`config.mk`:
```
export PLATFORM = sky130hd
export DESIGN_NAME = uart_tx_sequencer
export DESIGN_NICKNAME = d
export VERILOG_FILES = /design/src/rtl/uart_pkg.sv /design/src/rtl/uart_bit_timer.sv /design/src/rtl/uart_tx_sequencer.sv
export SDC_FILE = /design/constraint.sdc
export NUM_CORES = 1
export LEC_CHECK = 0
export BUFFER_PORTS_ARGS = -buffer_cell sky130_fd_sc_hd__buf_2
export CAP_MARGIN = 20
export CORE_MARGIN = 4
export CORE_UTILIZATION = 56
export DETAILED_ROUTE_END_ITERATION = 7
export GPL_TIMING_DRIVEN = 0
export PLACE_DENSITY = 0.81
export REMOVE_ABC_BUFFERS = 1
export SETUP_SLACK_MARGIN = 0.3
export SLEW_MARGIN = 20
export SYNTH_ARGS = -nofsm -noshare
export SYNTH_HDL_FRONTEND = slang
export SYNTH_SLANG_ARGS = --single-unit
```
`constraint.sdc`:
```
create_clock -name i_clk -period 5.7 [get_ports i_clk]
set_clock_uncertainty 0.2 [all_clocks]
set_input_delay 0.285 -clock i_clk [delete_from_list [all_inputs] [get_ports i_clk]]
set_output_delay 0.285 -clock i_clk [all_outputs]
set_load 0.005 [all_outputs]
```
`src/rtl/uart_pkg.sv`:
```
// Shared constants, state encodings and frame-configuration type for the UART transmit path.
package uart_pkg;

  localparam int DATA_BITS  = 8;
  localparam int OVERSAMPLE = 16;
  localparam logic [15:0] DEFAULT_DIV = 16'd326;

  localparam int BIT_W  = (DATA_BITS > 1) ? $clog2(DATA_BITS) : 1;
  localparam int TICK_W = (OVERSAMPLE > 1) ? $clog2(OVERSAMPLE) : 1;

  typedef logic [2:0] state_t;
  localparam state_t IDLE   = 3'd0;
  localparam state_t START  = 3'd1;
  localparam state_t DATA   = 3'd2;
  localparam state_t PARITY = 3'd3;
  localparam state_t STOP   = 3'd4;

  typedef struct packed {
    logic parity_en;
    logic parity_odd;
    logic two_stop;
  } frame_cfg_t;

  localparam frame_cfg_t CFG_DEFAULT = '{parity_en: 1'b0, parity_odd: 1'b0, two_stop: 1'b0};

endpackage

```
`src/rtl/uart_bit_timer.sv`:
```
// Counts generator ticks within a serial bit and bits within the current frame phase.
module uart_bit_timer
  import uart_pkg::*;
(
  input  logic             i_clk,
  input  logic             i_reset,
  input  logic             i_clear,
  input  logic             i_tick,
  input  logic             i_enable,
  output logic             o_bit_end,
  output logic [BIT_W-1:0] o_bit_idx
);

  logic [TICK_W-1:0] r_tickCnt;
  logic [BIT_W-1:0]  r_bitIdx;

  assign o_bit_end = i_enable && i_tick && (r_tickCnt == TICK_W'(OVERSAMPLE - 1));
  assign o_bit_idx = r_bitIdx;

  // Clear wins over counting so a phase change always restarts the bit index at zero.
  always_ff @(posedge i_clk) begin
    if (i_reset || i_clear) begin
      r_tickCnt <= '0;
      r_bitIdx  <= '0;
    end else if (i_enable && i_tick) begin
      if (o_bit_end) begin
        r_tickCnt <= '0;
        r_bitIdx  <= r_bitIdx + BIT_W'(1);
      end else begin
        r_tickCnt <= r_tickCnt + TICK_W'(1);
      end
    end
  end

endmodule

```
`src/rtl/uart_tx_sequencer.sv`:
```
// UART transmit frame controller: owns the baud divisor and sequences start/data/parity/stop bits.
module uart_tx_sequencer
  import uart_pkg::*;
(
  input  logic                 i_clk,
  input  logic                 i_reset,
  input  logic                 i_tick,
  output logic                 o_gen_reset,
  output logic [15:0]          o_baud_div,
  input  logic                 i_cfg_we,
  input  logic [15:0]          i_cfg_div,
  input  logic                 i_cfg_parity_en,
  input  logic                 i_cfg_parity_odd,
  input  logic                 i_cfg_two_stop,
  output logic                 o_cfg_err,
  input  logic [DATA_BITS-1:0] i_tx_data,
  input  logic                 i_tx_valid,
  output logic                 o_tx_ready,
  output logic                 o_tx,
  output logic                 o_busy
);

  state_t               r_state;
  logic [DATA_BITS-1:0] r_shift;
  logic                 r_parityBit;
  frame_cfg_t           r_frameCfg;
  frame_cfg_t           r_cfg;
  logic [15:0]          r_baudDiv;
  logic                 r_tx;
  logic                 r_genReset;
  logic                 r_cfgErr;

  logic                 w_accept;
  logic                 w_cfgOk;
  logic                 w_cfgReject;
  logic                 w_bitEnd;
  logic [BIT_W-1:0]     w_bitIdx;
  logic                 w_lastData;
  logic                 w_lastStop;
  logic                 w_timerClear;
  logic [DATA_BITS-1:0] w_shiftNext;

  assign o_tx_ready  = (r_state == IDLE) && !i_cfg_we;
  assign w_accept    = i_tx_valid && o_tx_ready;
  assign w_cfgOk     = i_cfg_we && (r_state == IDLE) && (i_cfg_div != 16'd0);
  assign w_cfgReject = i_cfg_we && !w_cfgOk;

  assign w_lastData  = (w_bitIdx == BIT_W'(DATA_BITS - 1));
  assign w_lastStop  = !r_frameCfg.two_stop || (w_bitIdx == BIT_W'(1));
  assign w_shiftNext = {1'b0, r_shift[DATA_BITS-1:1]};

  // The bit index counts within a phase, so restart it on every state change.
  assign w_timerClear = w_accept ||
                        (w_bitEnd && !(((r_state == DATA) && !w_lastData) ||
                                       ((r_state == STOP) && !w_lastStop)));

  uart_bit_timer u_timer (
    .i_clk     (i_clk),
    .i_reset   (i_reset),
    .i_clear   (w_timerClear),
    .i_tick    (i_tick),
    .i_enable  (r_state != IDLE),
    .o_bit_end (w_bitEnd),
    .o_bit_idx (w_bitIdx)
  );

  always_ff @(posedge i_clk) begin
    if (i_reset) begin
      r_state     <= IDLE;
      r_shift     <= '0;
      r_parityBit <= 1'b0;
      r_frameCfg  <= CFG_DEFAULT;
      r_cfg       <= CFG_DEFAULT;
      r_baudDiv   <= DEFAULT_DIV;
      r_tx        <= 1'b1;
      r_genReset  <= 1'b0;
      r_cfgErr    <= 1'b0;
    end else begin
      r_genReset <= w_accept || w_cfgOk;
      r_cfgErr   <= w_cfgReject;
      if (w_cfgOk) begin
        r_baudDiv <= i_cfg_div;
        r_cfg     <= '{parity_en: i_cfg_parity_en, parity_odd: i_cfg_parity_odd,
                       two_stop: i_cfg_two_stop};
      end
      // Each bit end drives the next bit on the same edge, so bit boundaries are tick-exact.
      case (r_state)
        IDLE: begin
          if (w_accept) begin
            r_shift     <= i_tx_data;
            r_frameCfg  <= r_cfg;
            r_parityBit <= (^i_tx_data) ^ r_cfg.parity_odd;
            r_tx        <= 1'b0;
            r_state     <= START;
          end
        end
        START: begin
          if (w_bitEnd) begin
            r_tx    <= r_shift[0];
            r_state <= DATA;
          end
        end
        DATA: begin
          if (w_bitEnd) begin
            if (!w_lastData) begin
              r_shift <= w_shiftNext;
              r_tx    <= w_shiftNext[0];
            end else if (r_frameCfg.parity_en) begin
              r_tx    <= r_parityBit;
              r_state <= PARITY;
            end else begin
              r_tx    <= 1'b1;
              r_state <= STOP;
            end
          end
        end
        PARITY: begin
          if (w_bitEnd) begin
            r_tx    <= 1'b1;
            r_state <= STOP;
          end
        end
        STOP: begin
          if (w_bitEnd && w_lastStop) begin
            r_state <= IDLE;
          end
        end
        default: begin
          r_tx    <= 1'b1;
          r_state <= IDLE;
        end
      endcase
    end
  end

  assign o_gen_reset = r_genReset;
  assign o_baud_div  = r_baudDiv;
  assign o_cfg_err   = r_cfgErr;
  assign o_tx        = r_tx;
  assign o_busy      = (r_state != IDLE);

endmodule
```
==> qor.csv, run 1 <==
metric,value,unit
drive_gt1_frac,0.242,
slowest_delay,0.61,ns
cts-hold-fix-buffers,0,
n_antenna_cell,0,
fin_nets,316,
htree_levels,2,
synth.top_cells.by_count,"dfxtp_1 (43), a21oi_1 (26), nand3_1 (18), o21ai_0 (18), nand2_1 (13)",
grt_pass1_wl,8080,um
synth_area,2100,sq um
crit_slowest_cell,and2_1,
finalSetupTns,0,ns
clkLatencyLatePin,0.30,ns
synth_cells,237,
setup_viol,0,
synth_cell_type_count,45,
worstPathRequired,5.70,ns
synth_area_leader_cell,dfxtp_1,
die_area,4790,sq um
run_status,completed,
design_area,2400,sq um
leakage,0.941,nW
clock.fmax,408,MHz
post-synth-top-count-cell,dfxtp_1,
hold_violations,0,
synth_ff_type,dfxtp_1,
syn2layout_area_growth,14.6,%
p_int,443,uW
critical_path_class,flop to flop,
async_flop_share,0,
multi_input_area,1120,sq um
final-max-slew-violation-count,0,
synth_edf_count,0,
arrival,2.44,ns
drc,0,
synth_top_area_frac,0.410,
path_clk_slew,0.08,ns
overflow,0,
power.switching,163,uW
wirelength,4770,um
ff_latch_area,861,sq um
sw_frac_of_total,0.270,
post_cts_buffers,0,
p_clk_frac,0.317,
min_period,2.45,ns
p_per_area,252,nW/um^2
dpl_cell_area,2320,sq um
grt_max_degree,40,
die_w,69.2,um
cp-end-kind,flop,
comb_power_share,0.143,
ctsResizeCount,0,
start_util,0.605,
grtUsageTotal,0.202,
cts_sinks,43,
gp_congestion,0.930,
rsz0062_at_grt,no,
io_buffers,52,
wl_per_cell,14.6,um
tightest_slew,0.720,ns
drt_iter0_drc,155,
cts_tree,yes,
maxSlewHeadroom,0.518,
num_io_pins,53,
synth_warnings,0,
peakVddDrop,216,uV
grt_pass1_vias,1786,
startpoint_type,flop,
clockBufferDepth,2,
total_power,606,uW
worstPathMaxFanout,20,
maxCapViolCount,0,
fp.dieH,69.2,um
antenna_found_initial,0,
nFillCells,313,
via_per_inst,5.86,
cts_buffers,5,
first_pass_iters,4,
hold_slack,0.0235,ns
vias,1915,
hold_path.class,input port to flop,
fin_util,0.693,
ys_top_cells_by_area,"dfxtp_1 (41%), a21oi_1 (6.2%), nand3_1 (4.3%)",
pwr-share-seq,0.539,
period_share,0.430,
hpwl,3320,um
ant_nets,0,
core,3470,sq um
clockRootBuffer,clkbuf_8,
path_cells,"nor3_2, and2_1, nand2_1, a211o_1",
ys_seq_area_frac,0.410,
rows,21,
ys_seq_elements,43,
synth_area_per_cell,8.85,sq um
worst max-delay path: cells and delay by family (launching register included):
family | cells | cell delay [ns]
AO/OA/AOI/OAI | 1 | 0.36
AND/OR/NAND/NOR | 3 | 1.30
flip-flops | 1 | 0.48
flip-flops by register name, indices dropped and copies added, names as in the netlist:
name,count
o_baud_div,16
u_timer.o_bit_idx,3
o_cfg_err,1
r_frameCfg,2
r_cfg,3
o_gen_reset,1
r_parityBit,1
o_tx,1
r_state,3
u_timer.r_tickCnt,4
r_shift,8
layout by cell type, fill, tap and decap left out, types with 2 or more instances in the layout:
cell      count
nand4_1       4
nor3_1        9
a211o_1       3
ha_1          4
mux2i_1       8
a21o_1        3
nand3b_1      5
nand2b_1      2
a211oi_1     10
clkbuf_8      5
and3_1        3
nor4_1        4
buf_2        52
dfxtp_1      43
o21ai_0      18
a21oi_1      26
o211ai_1      2
and4_1        3
inv_1         4
xnor2_1       4
nor2_2        2
nor2_1       11
xor2_1        3
o21a_1        2
nand2_1      13
nand3_1      18
stage by stage:
| step | setup slack, ns | instances |
|---|---|---|
| CTS | 3.27 | 327 |
| floorplan | 3.69 | 221 |
| detailed placement | 3.20 | 319 |
| global placement | 3.24 | 319 |
| finish | 3.25 | 327 |
| global route | 3.06 | 327 |
per-layer routing:
layer,routed length (um),part of all wire,vias up,global-route usage
met4,72,0.015,0,0.0651
met3,374,0.078,8,0.0710
li1,-,-,958,-
met5,0,0,-,0
met1,2140,0.45,888,0.266
met2,2180,0.46,61,0.309
kinds of logic (layout without fill, tap and decap cells):
| kind of cell | Yosys count | after routing | synth area share |
|---|---|---|---|
| compound gates | 71 | 71 | 0.216 |
| mux | 8 | 8 | 0.0382 |
| xor+xnor | 8 | 8 | 0.0400 |
| simple gates | 82 | 82 | 0.216 |
| flops | 43 | 43 | 0.410 |
| buf+inv | 21 | 65 | 0.0549 |
| fa+ha+maj | 4 | 4 | 0.0239 |
power by group through the flow:
stage / logic (mW) / clock network [mW] / registers [mW]
final: 0.0870 / 0.192 / 0.327
after global routing: 0.0981 / 0.206 / 0.329
after CTS: 0.0871 / 0.196 / 0.327
after detailed placement: 0.0864 / 0 / 0.334
after global placement: 0.0848 / 0 / 0.333
after floorplan: 0.0469 / 0 / 0.333
worst paths after layout:
kind / cells past startpoint / slack, ns / endpoint / start
hold reg to reg: 2 / 0.25 / r_frameCfg[2] / r_cfg[2]
setup reg to reg: 4 / 3.25 / o_baud_div[8] / r_state[0]
hold / removal: 2 / 0.02 / o_baud_div[2] / i_cfg_div[2]
setup / recovery: 4 / 3.25 / o_baud_div[8] / r_state[0]
final cells by class:
class | count | share of cell area
multi-input cells | 173 | 0.467
flip-flops and latches | 43 | 0.358
repair buffers | 52 | 0.108
clock buffers | 6 | 0.0302
well taps | 46 | 0.0239
inverters | 5 | 0.00780
clock inverters | 2 | 0.00520
Note: power is estimated with default switching activity, not from simulation.
==> inputs of run 2 (changes only) <==
--- a/config.mk
+++ b/config.mk
@@ -8,10 +8,10 @@
 export BUFFER_PORTS_ARGS = -buffer_cell sky130_fd_sc_hd__buf_2
 export CAP_MARGIN = 20
 export CORE_MARGIN = 4
-export CORE_UTILIZATION = 56
+export CORE_UTILIZATION = 47
 export DETAILED_ROUTE_END_ITERATION = 7
 export GPL_TIMING_DRIVEN = 0
-export PLACE_DENSITY = 0.81
+export PLACE_DENSITY = 0.72
 export REMOVE_ABC_BUFFERS = 1
 export SETUP_SLACK_MARGIN = 0.3
 export SLEW_MARGIN = 20
==> constraint.sdc (replaced) <==
create_clock -name i_clk -period 2 [get_ports i_clk]
set_clock_uncertainty 0.2 [all_clocks]
set_input_delay 0.1 -clock i_clk [delete_from_list [all_inputs] [get_ports i_clk]]
set_output_delay 0.1 -clock i_clk [all_outputs]
set_load 0.005 [all_outputs]
==> qor.csv, run 2 (synthesized netlist as in run 1, its figures left out) <==
metric,value,unit
path_common_cell,ha_4,
vias,2164,
nFillCells,328,
cp-end-kind,flop,
via_per_inst,5.64,
wl_per_cell,15.7,um
worstPathMaxFanout,5,
io_buffers,52,
clockBufferDepth,2,
path_clk_slew,0.08,ns
period_share,0.875,
cts_tree,yes,
instances_no_fill,384,
drt_iter0_drc,148,
crit_family,compound AO/OA/AOI/OAI gates,
rows,24,
fp.dieH,74.8,um
dpl.cell_count,325,
slowest_delay,0.37,ns
fin_util,0.712,
crit_slowest_cell,dfxtp_4,
tightest_slew,0.718,ns
n_antenna_cell,0,
hold_path.class,input port to flop,
dpl_cell_area,2330,sq um
leakage,1.21,nW
hpwl,3310,um
worstPathRequired,1.97,ns
die_area,5600,sq um
worst_slack,0.250,ns
setup_viol,0,
grt_max_degree,40,
finalSetupTns,0,ns
antenna_found_initial,0,
gp_congestion,0.832,
ant_nets,0,
clkLatencyLatePin,0.30,ns
total_power,1.98,mW
core,4320,sq um
grt_pass1_wl,9370,um
run_status,completed,
maxCapViolCount,0,
ff_latch_area,885,sq um
peakVddDrop,493,uV
multi_input_area,1260,sq um
critical_path_class,flop to flop,
clockRootBuffer,clkbuf_8,
grtUsageTotal,0.221,
die_w,74.8,um
final_common_cell,buf_2,
wirelength,6030,um
maxSlewHeadroom,0.521,
path_cells,"ha_4, ha_4, a21o_1, a211oi_2, mux2i_1, nor2_1",
cts_buffers,5,
place_ws,-0.422,ns
startpoint_type,flop,
hold_slack,0.102,ns
grt_pass1_vias,2033,
final-max-slew-violation-count,0,
clock.fmax,571,MHz
first_pass_iters,4,
min_period,1.75,ns
design_area,3080,sq um
num_io_pins,53,
p_per_area,642,nW/um^2
drc,0,
rsz0062_at_grt,yes,
path_buf_inv,0,
cts_sinks,43,
syn2layout_area_growth,46.8,%
overflow,0,
final_cell_mix,"buf_2 (52), dfxtp_1 (36), dlygate4sd3_1 (29)",
start_util,0.485,
hold_violations,0,
htree_levels,2,
fin_nets,367,
drive_gt1_frac,0.355,
largest_register_ffs,16,
arrival,1.72,ns
[run 2: cell types whose count changed in the layout (fill, tap and decap cells not counted), moves of 4 or more]
cell | before | now
dfxtp_1 | 43 | 36
dlygate4sd3_1 | 0 | 29
buf_4 | 0 | 17
dfxtp_4 | 0 | 6
ha_1 | 4 | 0
ha_4 | 0 | 4
[run 2: per-layer routing]
metal,part of all wire,track usage
met2,0.48,0.382
met5,0,0
met3,0.069,0.0601
met1,0.43,0.259
met4,0.022,0.0870
[run 2: repair_timing]
action                     4_1_cts  5_1_grt
gates cloned                     1        0
hold buffers                    29        0
setup endpoints to repair       44       38
buffers inserted                18        3
pin swaps                        9        7
hold endpoints to repair        29        0
gates resized for setup         32       21
[run 2: area by class of cell]
cell class	instances	share of cell area
flip-flops and latches	43	0.287
multi-input cells	174	0.409
repair buffers	102	0.238
clock inverters	2	0.0114
clock buffers	6	0.0268
well taps	52	0.0211
inverters	5	0.00691
[run 2: worst min-delay path: cells and delay by family]
kind                   cells  cell delay [ns]
AND/OR/NAND/NOR            3             0.26
buffers and inverters      1             0.12
AO/OA/AOI/OAI              1             0.07
[run 2: path summary, 6_finish.rpt]
path | start | to | slack, ns | cells after the start
min reg2reg | o_baud_div[6] | o_baud_div[6] | 0.26 | 1
min | i_tx_valid | r_parityBit | 0.10 | 5
max reg2reg | u_timer.o_bit_idx[0] | r_state[0] | 0.25 | 6
max | u_timer.o_bit_idx[0] | r_state[0] | 0.25 | 6
[run 2: power by group]
group | switching, mW | leakage, nW | internal, mW
Clock | 0.304 | 0.0612 | 0.404
Combinational | 0.164 | 0.790 | 0.182
Sequential | 0.0264 | 0.358 | 0.897
Total | 0.494 | 1.21 | 1.48
